**config.mk**
```make
export PLATFORM = sky130hd
export DESIGN_NAME = cpu_program_loader
export DESIGN_NICKNAME = d
export VERILOG_FILES = /design/src/rtl/cpu_loader_pkg.sv /design/src/rtl/cpu_loader_timeout.sv /design/src/rtl/cpu_program_loader.sv
export SDC_FILE = /design/constraint.sdc
export NUM_CORES = 1
export LEC_CHECK = 0
export ABC_AREA = 0
export BUFFER_PORTS_ARGS = -buffer_cell sky130_fd_sc_hd__buf_2
export CORE_MARGIN = 2
export CORE_UTILIZATION = 35
export CTS_CLUSTER_SIZE = 16
export DETAILED_ROUTE_END_ITERATION = 8
export PLACE_DENSITY = 0.58
export SYNTH_ARGS = -nofsm -noshare
export SYNTH_HDL_FRONTEND = slang
export SYNTH_HIERARCHICAL = 1
export SYNTH_SLANG_ARGS = --single-unit
```
**constraint.sdc**
```tcl
create_clock -name clk -period 3.15 [get_ports clk]
set_clock_uncertainty 0.2 [all_clocks]
set_input_delay 0 -clock clk [delete_from_list [all_inputs] [get_ports clk]]
set_output_delay 0 -clock clk [all_outputs]
set_load 0.01 [all_outputs]
```
**src/rtl/cpu_loader_pkg.sv**
```systemverilog
// Shared types and constants for the serial program loader.
// Optional feature macro: LOADER_CHECKSUM_EN adds the CHECK state (checksum byte).
package cpu_loader_pkg;

    // Loader FSM states; CHECK exists only when the trailing checksum is enabled
    typedef enum logic [2:0] {
        IDLE,
        CNT_HI,
        CNT_LO,
        DAT_HI,
        DAT_LO,
`ifdef LOADER_CHECKSUM_EN
        CHECK,
`endif
        DONE,
        ERR
    } state_t;

    // Frame start marker, only recognised outside a frame
    localparam logic [7:0] HEADER_BYTE = 8'hA5;

    // One program memory instruction word
    typedef logic [11:0] instr_word_t;

    // True while a frame is being received (CPU held, inter-byte timer armed)
    function automatic logic is_loading(input state_t s);
        return !((s == IDLE) || (s == DONE) || (s == ERR));
    endfunction

endpackage

```
**src/rtl/cpu_loader_timeout.sv**
```systemverilog
// Inter-byte watchdog: counts consecutive idle cycles while enabled and
// flags expiry on the CYCLES-th idle cycle. restart or !enable clear it.
module cpu_loader_timeout #(
    parameter int unsigned CYCLES = 1000000
) (
    input  logic clk,
    input  logic rst,
    input  logic restart,
    input  logic enable,
    output logic expired
);

    localparam int CW = $clog2(CYCLES + 1);

    logic [CW-1:0] cnt_q;
    logic [CW-1:0] cnt_d;

    // Next idle count and expiry flag; cnt_q idle cycles have already elapsed
    always_comb begin
        expired = enable && !restart && (cnt_q == CW'(CYCLES - 1));
        cnt_d   = cnt_q;
        if (!enable || restart) begin
            cnt_d = '0;
        end else if (!expired) begin
            cnt_d = cnt_q + 1'b1;
        end
    end

    // Idle counter register with synchronous active-low reset
    always_ff @(posedge clk) begin
        if (!rst) begin
            cnt_q <= '0;
        end else begin
            cnt_q <= cnt_d;
        end
    end

endmodule

```
**src/rtl/cpu_program_loader.sv**
```systemverilog
// Serial program loader: parses A5 / count / 12-bit words from a byte stream,
// writes program memory and holds the CPU in reset while a load is running.
// Optional feature macro: LOADER_CHECKSUM_EN (trailing mod-256 checksum byte).
module cpu_program_loader
    import cpu_loader_pkg::*;
#(
    parameter int ADDR_W         = 9,
    parameter int TIMEOUT_CYCLES = 1000000
) (
    input  logic              clk,
    input  logic              rst,
    input  logic              rx_valid,
    input  logic [7:0]        rx_byte,
    output logic [ADDR_W-1:0] mem_address,
    output logic [11:0]       mem_data,
    output logic              mem_wren,
    output logic              cpu_hold,
    output logic              done,
    output logic              error
);

    // Largest legal word count: the whole address space
    localparam logic [31:0] MAX_COUNT = 32'd1 << ADDR_W;

    state_t            state_q, state_d;
    logic [15:0]       count_q, count_d;
    logic [ADDR_W-1:0] word_idx_q, word_idx_d;
    logic [3:0]        hi_nib_q, hi_nib_d;
    logic [ADDR_W-1:0] mem_address_q, mem_address_d;
    instr_word_t       mem_data_q, mem_data_d;
    logic              mem_wren_q, mem_wren_d;
    logic              cpu_hold_q, cpu_hold_d;
    logic              done_q, done_d;
    logic              error_q, error_d;
`ifdef LOADER_CHECKSUM_EN
    logic [7:0]        sum_q, sum_d;
`endif

    logic              tmr_enable;
    logic              tmr_expired;
    logic              go_err;
    logic              go_done;
    logic [15:0]       new_count;
    logic [15:0]       next_idx;

    // Inter-byte watchdog: armed during a frame, reloaded by every byte
    assign tmr_enable = is_loading(state_q);

    cpu_loader_timeout #(
        .CYCLES (TIMEOUT_CYCLES)
    ) u_timeout (
        .clk     (clk),
        .rst     (rst),
        .restart (rx_valid),
        .enable  (tmr_enable),
        .expired (tmr_expired)
    );

    // Frame parser: next state, memory write and status flags
    always_comb begin
        state_d       = state_q;
        count_d       = count_q;
        word_idx_d    = word_idx_q;
        hi_nib_d      = hi_nib_q;
        mem_address_d = mem_address_q;
        mem_data_d    = mem_data_q;
        mem_wren_d    = 1'b0;
        cpu_hold_d    = cpu_hold_q;
        done_d        = done_q;
        error_d       = error_q;
        go_err        = 1'b0;
        go_done       = 1'b0;
        new_count     = {count_q[15:8], rx_byte};
        next_idx      = 16'(word_idx_q) + 16'd1;
`ifdef LOADER_CHECKSUM_EN
        sum_d         = sum_q;
`endif

        case (state_q)
            CNT_HI: begin
                if (rx_valid) begin
                    count_d[15:8] = rx_byte;
                    state_d       = CNT_LO;
                end
            end
            CNT_LO: begin
                if (rx_valid) begin
                    count_d = new_count;
                    if ((new_count == 16'd0) || (32'(new_count) > MAX_COUNT)) begin
                        go_err = 1'b1;
                    end else begin
                        state_d = DAT_HI;
                    end
                end
            end
            DAT_HI: begin
                if (rx_valid) begin
                    if (rx_byte[7:4] != 4'd0) begin
                        go_err = 1'b1;
                    end else begin
                        hi_nib_d = rx_byte[3:0];
                        state_d  = DAT_LO;
                    end
                end
            end
            DAT_LO: begin
                if (rx_valid) begin
                    mem_data_d    = {hi_nib_q, rx_byte};
                    mem_address_d = word_idx_q;
                    mem_wren_d    = 1'b1;
                    if (next_idx == count_q) begin
`ifdef LOADER_CHECKSUM_EN
                        state_d = CHECK;
`else
                        go_done = 1'b1;
`endif
                    end else begin
                        word_idx_d = word_idx_q + 1'b1;
                        state_d    = DAT_HI;
                    end
                end
            end
`ifdef LOADER_CHECKSUM_EN
            CHECK: begin
                if (rx_valid) begin
                    if (rx_byte == sum_q) begin
                        go_done = 1'b1;
                    end else begin
                        go_err = 1'b1;
                    end
                end
            end
`endif
            default: begin
                // IDLE, DONE, ERR: only the header starts a new frame
                if (rx_valid && (rx_byte == HEADER_BYTE)) begin
                    state_d    = CNT_HI;
                    done_d     = 1'b0;
                    error_d    = 1'b0;
                    cpu_hold_d = 1'b1;
                    word_idx_d = '0;
                end
            end
        endcase

`ifdef LOADER_CHECKSUM_EN
        // Running sum over count and data bytes; restarted outside a frame
        if (!is_loading(state_q)) begin
            sum_d = 8'd0;
        end else if (rx_valid && (state_q != CHECK)) begin
            sum_d = sum_q + rx_byte;
        end
`endif

        // Timer expiry only fires on a cycle without rx_valid
        if (tmr_expired) begin
            go_err = 1'b1;
        end

        if (go_err) begin
            state_d    = ERR;
            error_d    = 1'b1;
            cpu_hold_d = 1'b0;
        end else if (go_done) begin
            state_d    = DONE;
            done_d     = 1'b1;
            cpu_hold_d = 1'b0;
        end
    end

    // FSM and registered outputs with synchronous active-low reset
    always_ff @(posedge clk) begin
        if (!rst) begin
            state_q       <= IDLE;
            count_q       <= '0;
            word_idx_q    <= '0;
            hi_nib_q      <= '0;
            mem_address_q <= '0;
            mem_data_q    <= '0;
            mem_wren_q    <= 1'b0;
            cpu_hold_q    <= 1'b0;
            done_q        <= 1'b0;
            error_q       <= 1'b0;
`ifdef LOADER_CHECKSUM_EN
            sum_q         <= '0;
`endif
        end else begin
            state_q       <= state_d;
            count_q       <= count_d;
            word_idx_q    <= word_idx_d;
            hi_nib_q      <= hi_nib_d;
            mem_address_q <= mem_address_d;
            mem_data_q    <= mem_data_d;
            mem_wren_q    <= mem_wren_d;
            cpu_hold_q    <= cpu_hold_d;
            done_q        <= done_d;
            error_q       <= error_d;
`ifdef LOADER_CHECKSUM_EN
            sum_q         <= sum_d;
`endif
        end
    end

    assign mem_address = mem_address_q;
    assign mem_data    = mem_data_q;
    assign mem_wren    = mem_wren_q;
    assign cpu_hold    = cpu_hold_q;
    assign done        = done_q;
    assign error       = error_q;

endmodule
```
==> results.py <==
metrics = {
    "clock_tree": {
        "clock_latency_ns": 0.37,
        "clock_path_buffers": 2,
        "cts_tree": "yes",
        "cts_resized": 0,
        "clkTransAtPathRegs_ns": 0.08,
        "cts_setup_buffers": 0,
        "numCtsBuffers": 9,
        "clock-sinks": 77,
        "cts_max_level": 3,
        "root_buffer": "clkbuf_8",
    },
    "cells_and_area": {
        "area_growth_pct": 15.66,
        "antenna_cells": 0,
        "regArea_sq_um": 1541,
        "final_util_pct": 41.26,
        "fill_cells": 1100,
        "multi_input_area_sq_um": 2153,
        "fin_nets": 529,
        "drive_above_1_share_pct": 14.78,
        "final_cells": 661,
    },
    "synth": {
        "ys_ff_latch": 77,
        "synth.avg_cell_area_sq_um": 8.071,
        "synth_cells": 477,
        "yosysWarnings": 6,
        "synth_cell_types": 63,
        "synth_seq_area_share_pct": 40.04,
        "synth_edf_count": 0,
        "synth_top_area_cell": "dfxtp_1",
        "syn-num-nets": 490,
        "yosysMostFrequentCell": "nand2_1",
        "async_flop_share_pct": 0,
        "netlist_top_cells_area": "dfxtp_1 40%, nand2_1 8.4%, a21oi_1 6.4%, mux2i_1 3.9%, nor2_1 3.4%",
        "netlist_area_sq_um": 3850,
        "synthTopCellsByCount": "86 x nand2_1, 77 x dfxtp_1, 49 x a21oi_1",
        "synth_top_cell_area_share_pct": 40.04,
        "ys.flop_type": "dfxtp_1",
    },
    "sta": {
        "setup_tns_ns": 0,
        "setup_viol": 0,
        "tightest_slew_ns": 0.8373,
        "post-route-period-util_pct": 92.15,
        "rsz0062_at_grt": "false",
        "slew_violations": 0,
        "layout_min_cycle_time_ns": 2.903,
        "hold_viol_final": 0,
        "fmax_mhz": 344.5,
        "maxSlewHeadroom_pct": 43.97,
    },
    "critical_path": {
        "required_ns": 3.24,
        "reg2reg_from": "state_q[2]",
        "r2r_slack_ns": 0.25,
        "cp_num_buf_inv": 1,
        "crit_top_cell": "a211oi_1",
        "critical_path.max_fanout": 7,
        "worstRegToRegCells": 10,
        "max_stage_delay_ns": 0.55,
        "worstSetupPathType": "reg -> reg",
        "cp-start-kind": "flop",
        "critPathTopFamily": "simple AND/OR/NAND/NOR gates",
        "cp_slowest_cell": "or4_4",
        "worst_setup_path_end_kind": "flop",
        "timing.rr.end": "state_q[1]",
        "crit_chain": "inv_1, nor2_1, nor3_1, a21oi_1, nand2b_1, or4_4, nor4_2, or3b_2, a211oi_1, a211oi_1",
        "cp_data_arrival_time_ns": 2.99,
    },
    "job": {
        "maxCapViolCount": 0,
    },
    "global_routing": {
        "first_global_vias": 3194,
        "antenna_found_initial": 0,
        "grt_use_total_pct": 17.25,
        "grt_pass1_wl_um": 15880,
        "grt_max_degree": 28,
        "overflow": 0,
    },
    "route": {
        "first_pass_iters": 4,
        "drt_iter0_drc": 178,
        "wl_per_cell_um": 14.74,
        "viasPerCell": 5.287,
        "ant_nets": 0,
        "route.detailed.drc": 0,
        "wl_um": 9743,
        "vias": 3495,
    },
    "placed_design": {
        "gp_congestion": 0.7964,
        "place_hpwl_um": 6870,
        "dpl.cell_count": 635,
        "portBuffers": 35,
    },
    "min_path": {
        "hold_end": "mem_address[2]",
        "hold_path.startpoint": "mem_address[2]",
        "holdPathStages": 2,
        "min_path_type": "reg -> reg",
    },
    "floorplanning": {
        "die_area_sq_um": 11850,
        "num_rows": 38,
        "die_w_um": 108.9,
        "start_util_pct": 35.67,
        "die_h_um": 108.9,
        "core_region_area_sq_um": 10790,
        "boundaryPins": 36,
    },
    "pwr": {
        "p_leak_nw": 1.520,
        "power.density_nw_per_um2": 548.2,
        "vdd_ir_drop_max_mv": 0.3598,
        "power.total_mw": 2.441,
    },
    "status": {
        "outcome": "completed",
    },
}
==> tightest hold or removal path, stage by stage (launching register included) <==
cell and delay [ns]:
dfxtp_1 0.31, nand2_1 0.05, a21oi_1 0.05
==> how the worst max path moves through the flow <==
stage	from	end	slack [ns]	cells past startpoint
final	state_q[2]	state_q[1]	0.25	10
after global routing	state_q[2]	state_q[1]	0.01	10
after CTS	state_q[2]	state_q[1]	0.26	10
after detailed placement	state_q[2]	state_q[1]	0.28	10
after global placement	state_q[2]	state_q[1]	0.40	10
after floorplan	state_q[0]	state_q[1]	0.48	10
==> placed cells by master (no fill, tap or decap), types with 5 or more instances in the layout <==
cell           count
nor2_1            35
a21oi_1           49
buf_4              9
mux2i_1           15
nand4_1           12
buf_2             35
nand2b_1           7
o21ai_0           12
nand3_1           16
clkbuf_8          11
xnor2_1           11
nand2_1           86
or3_1              9
dlygate4sd3_1     10
dfxtp_1           77
inv_1              9
nor3_1            19
o211ai_1           5
nor2b_1            9
xor2_1             6
and4_1             5
nor4_1             5
==> layout make-up <==
type	instances	area share, %
inverters	10	0.8429
clock inverters	3	0.9834
well taps	140	3.934
multi-input cells	364	48.36
flip-flops and latches	77	34.62
clock buffers	13	3.568
repair buffers	54	7.699
==> flip-flops by register name, indices dropped and copies added, names as in the netlist <==
| register | count |
|---|---|
| mem_address | 9 |
| done | 1 |
| count_q | 16 |
| u_timeout/cnt_q | 20 |
| mem_wren | 1 |
| error | 1 |
| state_q | 3 |
| mem_data | 12 |
| hi_nib_q | 4 |
| word_idx_q | 9 |
| cpu_hold | 1 |
==> power breakdown <==
| group | internal (mW) | leakage (nW) | switching (mW) |
|---|---|---|---|
| combinational | 0.216 | 0.795 | 0.359 |
| clock | 0.410 | 0.104 | 0.365 |
| sequential | 1.03 | 0.621 | 0.0579 |
| total | 1.66 | 1.52 | 0.783 |
==> per-stage QoR <==
| step | worst slack (ns) | hold WS (ns) | area [sq um] |
|---|---|---|---|
| 3_5_place_dp | 0.2820 | 0.1133 | 4150 |
| 6_report | 0.2471 | 0.2524 | 4453 |
| 4_1_cts | 0.2639 | 0.2549 | 4453 |
| 2_1_floorplan | 0.4822 | -0.06404 | 3850 |
| 3_3_place_gp | 0.3994 | 0.1054 | 4150 |
| 5_1_grt | 0.009863 | 0.2696 | 4453 |
==> logic make-up after synthesis <==
group / Yosys count / share of synthesized area (%)
muxes: 15 / 3.900
AOI/OAI and AO/OA: 100 / 16.35
DFF: 77 / 40.04
buffers and inverters: 36 / 4.030
xor gates and xnor gates: 17 / 3.867
adders and majority gates: 2 / 0.6499
and+or+nand+nor: 230 / 31.17
==> layer usage <==
metal  vias up  track usage, %  part of all wire (%)
met3        10           4.782                   3.8
met4         0           5.586                   1.2
met2        54           26.04                    46
met5         -               0                     0
li1       1776               -                     -
met1      1655           23.71                    49
==> repair_timing <==
item	in CTS	in global routing
setup endpoints to repair	0	0
hold buffers	10	0
endpoints found under the hold margin	41	0
(Power assumes the default switching activity.)
